===== config.mk =====
export PLATFORM = sky130hd
export DESIGN_NAME = switch_debounce_fsm
export DESIGN_NICKNAME = d
export VERILOG_FILES = /design/src/rtl/switch_cleanup_pkg.sv /design/src/rtl/sw_sync_chain.sv /design/src/rtl/switch_debounce_fsm.sv
export SDC_FILE = /design/constraint.sdc
export NUM_CORES = 1
export LEC_CHECK = 0
export ABC_AREA = 1
export CAP_MARGIN = 30
export CORE_AREA = 2 2 39 41
export DETAILED_ROUTE_END_ITERATION = 8
export DIE_AREA = 0 0 41 43
export GPL_ROUTABILITY_DRIVEN = 1
export SKIP_CTS_REPAIR_TIMING = 1
export SLEW_MARGIN = 10
export SYNTH_ARGS = -nofsm -noshare
export SYNTH_HDL_FRONTEND = slang
export SYNTH_SLANG_ARGS = --single-unit
export TNS_END_PERCENT = 100

===== constraint.sdc =====
create_clock -name clk -period 2.7 [get_ports clk]
set_input_delay 0.54 -clock clk [delete_from_list [all_inputs] [get_ports clk]]
set_output_delay 0.54 -clock clk [all_outputs]
set_load 0.01 [all_outputs]

===== src/rtl/switch_cleanup_pkg.sv =====
// Shared definitions for the switch-cleanup path: FSM state encoding and
// slow-counter wrap constants.
package switch_cleanup_pkg;

    typedef enum logic [1:0] {
        IDLE_LOW  = 2'd0,
        WAIT_HIGH = 2'd1,
        IDLE_HIGH = 2'd2,
        WAIT_LOW  = 2'd3
    } sw_state_e;

    localparam logic [1:0] CNT_WRAP_FROM = 2'b11;
    localparam logic [1:0] CNT_WRAP_TO   = 2'b00;

    function automatic logic is_wrap(input logic [1:0] prev, input logic [1:0] cur);
        return (prev == CNT_WRAP_FROM) && (cur == CNT_WRAP_TO);
    endfunction

endpackage


===== src/rtl/sw_sync_chain.sv =====
// Multi-flop synchroniser for the asynchronous raw switch level.
module sw_sync_chain #(
    parameter int STAGES = 2
) (
    input  logic clk,
    input  logic rst,
    input  logic din,
    output logic dout
);

    logic [STAGES-1:0] chain;

    always_ff @(posedge clk or negedge rst) begin
        if (!rst) begin
            chain <= '0;
        end else begin
            chain <= {chain[STAGES-2:0], din};
        end
    end

    assign dout = chain[STAGES-1];

endmodule


===== src/rtl/switch_debounce_fsm.sv =====
// Switch debouncer driven by slow-counter wrap strobes.
// Optional edge pulse outputs are built when SWITCH_EDGE_OUT_EN is defined.
module switch_debounce_fsm
    import switch_cleanup_pkg::*;
#(
    parameter int STABLE_SAMPLES = 4,
    parameter int SYNC_STAGES    = 2
) (
    input  logic       clk,
    input  logic       rst,
    input  logic [1:0] cnt_in,
    input  logic       sw_raw,
    output logic       clean_out,
    output logic       sample_stb,
    output logic       rise_pls,
    output logic       fall_pls
);

    localparam logic [3:0] STABLE_TGT = 4'(STABLE_SAMPLES);

    sw_state_e  state;
    logic [1:0] cnt_prev;
    logic [3:0] stable_cnt;
    logic       clean_q;
    logic       sw_sync;
    logic       stb;
    logic       disagree;
    logic       at_target;

    sw_sync_chain #(
        .STAGES (SYNC_STAGES)
    ) u_sync (
        .clk  (clk),
        .rst  (rst),
        .din  (sw_raw),
        .dout (sw_sync)
    );

    always_ff @(posedge clk or negedge rst) begin
        if (!rst) begin
            cnt_prev <= 2'b00;
        end else begin
            cnt_prev <= cnt_in;
        end
    end

    assign stb       = is_wrap(cnt_prev, cnt_in);
    // stable_cnt is 0 in both idle states, so one compare covers idle and wait
    assign disagree  = (sw_sync != clean_q);
    assign at_target = ((stable_cnt + 4'd1) == STABLE_TGT);

`ifdef SWITCH_EDGE_OUT_EN
    logic rise_q;
    logic fall_q;
`endif

    always_ff @(posedge clk or negedge rst) begin
        if (!rst) begin
            state      <= IDLE_LOW;
            clean_q    <= 1'b0;
            stable_cnt <= 4'd0;
`ifdef SWITCH_EDGE_OUT_EN
            rise_q     <= 1'b0;
            fall_q     <= 1'b0;
`endif
        end else begin
`ifdef SWITCH_EDGE_OUT_EN
            rise_q <= 1'b0;
            fall_q <= 1'b0;
`endif
            case (state)
                IDLE_LOW, WAIT_HIGH, IDLE_HIGH, WAIT_LOW: begin
                    if (stb) begin
                        if (!disagree) begin
                            stable_cnt <= 4'd0;
                            state      <= clean_q ? IDLE_HIGH : IDLE_LOW;
                        end else if (at_target) begin
                            clean_q    <= ~clean_q;
                            stable_cnt <= 4'd0;
                            state      <= clean_q ? IDLE_LOW : IDLE_HIGH;
`ifdef SWITCH_EDGE_OUT_EN
                            rise_q     <= ~clean_q;
                            fall_q     <= clean_q;
`endif
                        end else begin
                            stable_cnt <= stable_cnt + 4'd1;
                            state      <= clean_q ? WAIT_LOW : WAIT_HIGH;
                        end
                    end
                end
                default: begin
                    state      <= IDLE_LOW;
                    clean_q    <= 1'b0;
                    stable_cnt <= 4'd0;
                end
            endcase
        end
    end

    assign clean_out  = clean_q;
    assign sample_stb = stb;

`ifdef SWITCH_EDGE_OUT_EN
    assign rise_pls = rise_q;
    assign fall_pls = fall_q;
`else
    assign rise_pls = 1'b0;
    assign fall_pls = 1'b0;
`endif

endmodule


==> qor.yml, run 1 <==
postLayoutSetupSlackWorst_ps: 271.0
hpwl_um: 501.1
clk-insertion-delay-late_ps: 250
setup.worst_path.start: "cnt_in[1]"
max_freq_mhz: 411.7
io_buffer_count: 6
num_rows: 14
clock_path_buffers: 2
ys_seq_area_share_pct: 48.91
grt_usage_pct: 9.295
dieArea_sq_um: 1763
syn-cell-area_sq_um: 460.4
cts_inserted_buffers: 3
seq_area_sq_um: 225.2
r2r-end: "clean_out"
place_ws_ps: 256.3
start_kind: "primary input"
drc: 0
stdcell_area_sq_um: 555.5
ant_nets: 0
crit_fanout: 6
total_power_uw: 313.7
cts_tree: "built"
rsz0062_at_grt: "no"
cp.arrival_ps: 1890
die_h_um: 43
postPlaceCellArea_sq_um: 529.3
drtIter0Drc: 8
endpoint: "sample_stb"
cts.clk_slew.worst_paths_ps: 60
layout-drive-gt1-share_pct: 25.93
fillerInstances: 144
netlist-cell-type-count: 16
root_buffer: "clkbuf_4"
drt-wirelength-per-cell_um: 9.086
grt_max_degree: 10
first_pass_iters: 4
slew_violations: 0
chipWidth_um: 41
core-area_sq_um: 1384
setup_viol: 0
min_period_ps: 2429
status: "finished clean"
rrSetupSlack_ps: 1400
clkSinkCount: 9
finalCritPeriodShare_pct: 89.96
via_count: 318
irDropWorstVdd_uv: 261.9
r2r_start: "stable_cnt[0]"
powerDensity_nw_per_um2: 564.7
gr-total-overflow: 0
crit_required_ps: 2160
viasPerCell: 4.543
floorplan.initialDensity_pct: 33.27
crit_type: "in -> out"
hold_violations: 0
nNetsFinal: 62
hold_depth: 0
num_io_pins: 9
r2r_cells: 7
drv_cap: 0
routed_wl_um: 636
multi_input_area_sq_um: 205.2
fin_skew_ps: 2.218
p_leak_uw: 0.0002492
syn_avg_cell_area_sq_um: 10.23
worstSetupEndpointType: "primary output"
cts-htree-levels: 1
diodes: 0
worst_hold_path_type: "reg -> reg"
place_congestion: 0.7287
finalSetupTns_ps: 0
yosysWarnings: 0
grt_pass1_vias: 263
synth_seq_cells: 9
antenna_found_initial: 0
synthesis.instances: 45
syn2layout_area_growth_pct: 20.65
grt_first_pass_wirelength_mm: 1.035
==> through the flow <==
step	hold slack, ps	cells	utilization (%)
after floorplan	244.4	46	-
after global placement	335.6	66	38.25
after detailed placement	338.1	66	38.25
after CTS	352.2	70	40.14
after global routing	354.4	70	40.14
final	347.2	70	40.14
==> power by group <==
group          leakage [uW]  internal [uW]  switching (uW)
registers          0.000114            149            16.1
clock network     0.0000150           56.8            44.1
logic              0.000120           20.3            27.5
==> Yosys cell counts <==
| library cell | number | area (sq um) |
|---|---|---|
| nand2_4 | 1 | 11.26 |
| nand3_4 | 1 | 17.52 |
| o21ai_0 | 1 | 5.000 |
| nor2_4 | 2 | 22.52 |
| xnor2_1 | 1 | 8.760 |
| nand2_1 | 9 | 33.78 |
| conb_1 | 1 | 3.750 |
| nand3_1 | 2 | 10.01 |
| nor2_2 | 1 | 6.260 |
| o21ai_2 | 3 | 26.28 |
| ha_1 | 2 | 25.02 |
| nand2_2 | 3 | 18.77 |
| dfrtp_1 | 9 | 225.2 |
| nand4_1 | 2 | 12.51 |
| buf_4 | 2 | 15.01 |
| inv_1 | 5 | 18.77 |
==> logic make-up after synthesis <==
group                      Yosys count  share of synthesized area, %
AOI/OAI and AO/OA                    4                         6.793
xor gates and xnor gates             1                         1.903
adders and majority gates            2                         5.434
buffers and inverters                7                         7.336
DFF                                  9                         48.91
other                                1                        0.8144
and+or+nand+nor                     21                         28.80
==> cell usage in the layout (no fill, tap or decap), types with 2 or more instances in the layout <==
master	instances
clkbuf_4	3
clkdlybuf4s50_1	6
conb_1	2
dfrtp_1	9
ha_1	2
inv_1	5
nand2_1	9
nand2_2	3
nand3_1	2
nand4_1	2
nor2_4	2
o21ai_2	3
==> layout make-up <==
type                       instances  share of cell area, %
inverter                           5                  3.378
timing repair buffer               6                  10.81
clock buffer                       4                  4.730
tap                               16                  3.604
sequential                         9                  40.54
multi-input combinational         30                  36.94
==> critical path: stages <==
cell,delay [ps]
clkdlybuf4s50_1,430
nor2_2,150
nand3_4,130
inv_1,110
clkdlybuf4s50_1,530
==> sequential cells by signal, indices dropped and copies added (netlist names) <==
| signal | count |
|---|---|
| stable_cnt | 4 |
| clean_out | 1 |
| u_sync.chain | 2 |
| cnt_prev | 2 |
==> layer usage <==
layer  wire length, um  GRT usage, %  vias to the layer above
met1               312         12.93                      146
met5                 0             0                        -
met4                 5         8.000                        0
met3                37         3.141                        2
met2               280         10.94                        8
li1                  -             -                      162
==> worst min-delay path by stage <==
| stage | start | endpoint | slack (ps) |
|---|---|---|---|
| 2_1_floorplan | rst | clean_out | 240 |
| 3_3_place_gp | u_sync.chain[0] | u_sync.chain[1] | 340 |
| 3_5_place_dp | u_sync.chain[0] | u_sync.chain[1] | 340 |
| 4_1_cts | u_sync.chain[0] | u_sync.chain[1] | 350 |
| 5_1_grt | u_sync.chain[0] | u_sync.chain[1] | 350 |
| 6_report | u_sync.chain[0] | u_sync.chain[1] | 350 |
(Power assumes the default switching activity.)
==> run 2: changes to the inputs <==
--- a/config.mk
+++ b/config.mk
@@ -11,6 +11,7 @@
 export DETAILED_ROUTE_END_ITERATION = 8
 export DIE_AREA = 0 0 41 43
 export GPL_ROUTABILITY_DRIVEN = 1
+export PLACE_DENSITY = 0.63
 export SKIP_CTS_REPAIR_TIMING = 1
 export SLEW_MARGIN = 10
 export SYNTH_ARGS = -nofsm -noshare
==> run 2 against run 1 <==
Compared with the run above:
- combinational power barely moved
- cell count did not move
- critical endpoint unchanged
- worst hold slack improved by 5.8 ps
- total power fell by 0.51%
==> qor.yml, run 2 (synthesis results as in run 1) <==
status: "finished clean"
rsz0062_at_grt: "no"
cts_inserted_buffers: 3  # unchanged
ant_nets: 0  # unchanged
postPlaceCellArea_sq_um: 529.3  # unchanged
drt-wirelength-per-cell_um: 8.629  # -5.0%
fillerInstances: 130  # -9.7%
drv_cap: 0  # unchanged
finalCritPeriodShare_pct: 90.19  # +0.23 points
r2r_start: "stable_cnt[0]"
r2r-end: "clean_out"
rrSetupSlack_ps: 1430  # +30 ps
crit_top_cell: "clkdlybuf4s50_1"
first_pass_iters: 2  # -2
antenna_found_initial: 0  # unchanged
num_io_pins: 9  # unchanged
root_buffer: "clkbuf_4"
cts.clk_slew.worst_paths_ps: 60  # about the same
routed_wl_um: 604  # -5.0%
worst_hold_path_type: "reg -> reg"
cts_tree: "built"
diodes: 0  # unchanged
via_count: 300  # -5.7%
cp.arrival_ps: 1900  # about the same
max_stage_delay_ps: 540  # about the same
io_buffer_count: 6  # unchanged
dieArea_sq_um: 1763  # unchanged
fin_skew_ps: 4.584  # +2.366 ps
largest_register_ffs: 4  # unchanged
gr-total-overflow: 0  # unchanged
hold_violations: 0  # unchanged
layout_common_cells: "9 x nand2_1, 9 x dfrtp_1, 6 x clkdlybuf4s50_1"
nNetsFinal: 62  # unchanged
worstSetupEndpointType: "primary output"
floorplan.initialDensity_pct: 33.27  # unchanged
utilization_pct: 40.14  # unchanged
start_kind: "primary input"
clock_path_buffers: 2  # unchanged
drtIter0Drc: 2  # -6
max_freq_mhz: 410.7  # -0.25%
top_regs: "stable_cnt x4, cnt_prev x2, u_sync.chain x2"
crit_fanout: 6  # unchanged
viasPerCell: 4.286  # -5.7%
p_leak_uw: 0.0002492  # unchanged
syn2layout_area_growth_pct: 20.65  # unchanged
grt_first_pass_wirelength_mm: 1.166  # +13%
chipWidth_um: 41  # unchanged
critPathSlowestCell: "clkdlybuf4s50_1"
min_period_ps: 2435  # +6.115 ps
grt_max_degree: 10  # unchanged
largest_register: "stable_cnt"
stdcell_area_sq_um: 555.5  # unchanged
irDropWorstVdd_uv: 302.1  # +15%
grt_pass1_vias: 283  # +7.6%
clk-insertion-delay-late_ps: 250  # about the same
hold_depth: 0  # unchanged
hp-start: "u_sync.chain[0]"
hpwl_um: 496.9  # -0.84%
slew_violations: 0  # unchanged
min_to: "u_sync.chain[1]"
path_buf_inv: 3  # unchanged
clkSinkCount: 9  # unchanged
powerDensity_nw_per_um2: 561.8  # -0.51%
num_rows: 14  # unchanged
grt_usage_pct: 9.898  # +0.60 points
crit_required_ps: 2160  # about the same
crit_type: "in -> out"
place_congestion: 0.7643  # +4.9%
die_h_um: 43  # unchanged
r2r_cells: 7  # unchanged
crit_family: "buffers and inverters"
core-area_sq_um: 1384  # unchanged
cts-htree-levels: 1  # unchanged
drc: 0  # unchanged
crit_chain: "clkdlybuf4s50_1 -> nor2_2 -> nand3_4 -> inv_1 -> clkdlybuf4s50_1"
whs_ps: 353.1  # +5.847 ps
layout-drive-gt1-share_pct: 25.93  # unchanged
finalSetupTns_ps: 0  # unchanged
setup_viol: 0  # unchanged
[run 2: cell counts in the layout (fill, tap and decap cells not counted)]
No cell type changed its count.
[run 2: worst register-to-register path: cells and delay by family (launching register included)]
family	cells	cell delay, ps
flops	1	440
simple gates	5	390
compound gates	1	100
fa+ha+maj	1	230
[run 2: routing by layer]
layer / vias to the layer above / GRT usage (%) / share of wire [%]
met4: 0 / 6.000 / 0
met3: 0 / 1.571 / 2.8
met5: - / 0 / 0
met2: 6 / 13.13 / 50
met1: 137 / 14.58 / 47
li1: 157 / - / -
[run 2: final cells by class]
cell class | count | area (sq um) | area share (%)
sequential | 9 | 225.2 | 40.54
multi-input combinational | 30 | 205.2 | 36.94
timing repair buffer | 6 | 60.06 | 10.81
clock buffer | 4 | 26.28 | 4.730
tap | 16 | 20.02 | 3.604
inverter | 5 | 18.77 | 3.378
[run 2: worst max-delay path by stage]
stage,startpoint,depth (start not counted),endpoint,slack (ps)
2_1_floorplan,cnt_in[1],3,sample_stb,1250
3_3_place_gp,cnt_in[1],5,sample_stb,270
3_5_place_dp,cnt_in[1],5,sample_stb,250
4_1_cts,cnt_in[1],5,sample_stb,240
5_1_grt,cnt_in[1],5,sample_stb,180
6_report,cnt_in[1],5,sample_stb,260
[run 2: where the power goes]
group / internal (uW) / leakage (uW) / switching, uW
registers: 149 / 0.000114 / 15.7
logic: 20.4 / 0.000120 / 27.3
clock network: 56.7 / 0.0000150 / 43.1
[run 2: stage by stage]
stage | cells | total power, uW | setup WS, ps
floorplan | 46 | 200.4 | 1249
global placement | 66 | 216.8 | 270.1
detailed placement | 66 | 215.9 | 250.0
CTS | 70 | 318.7 | 240.8
global route | 70 | 333.1 | 178.3
finish | 70 | 312.1 | 264.9
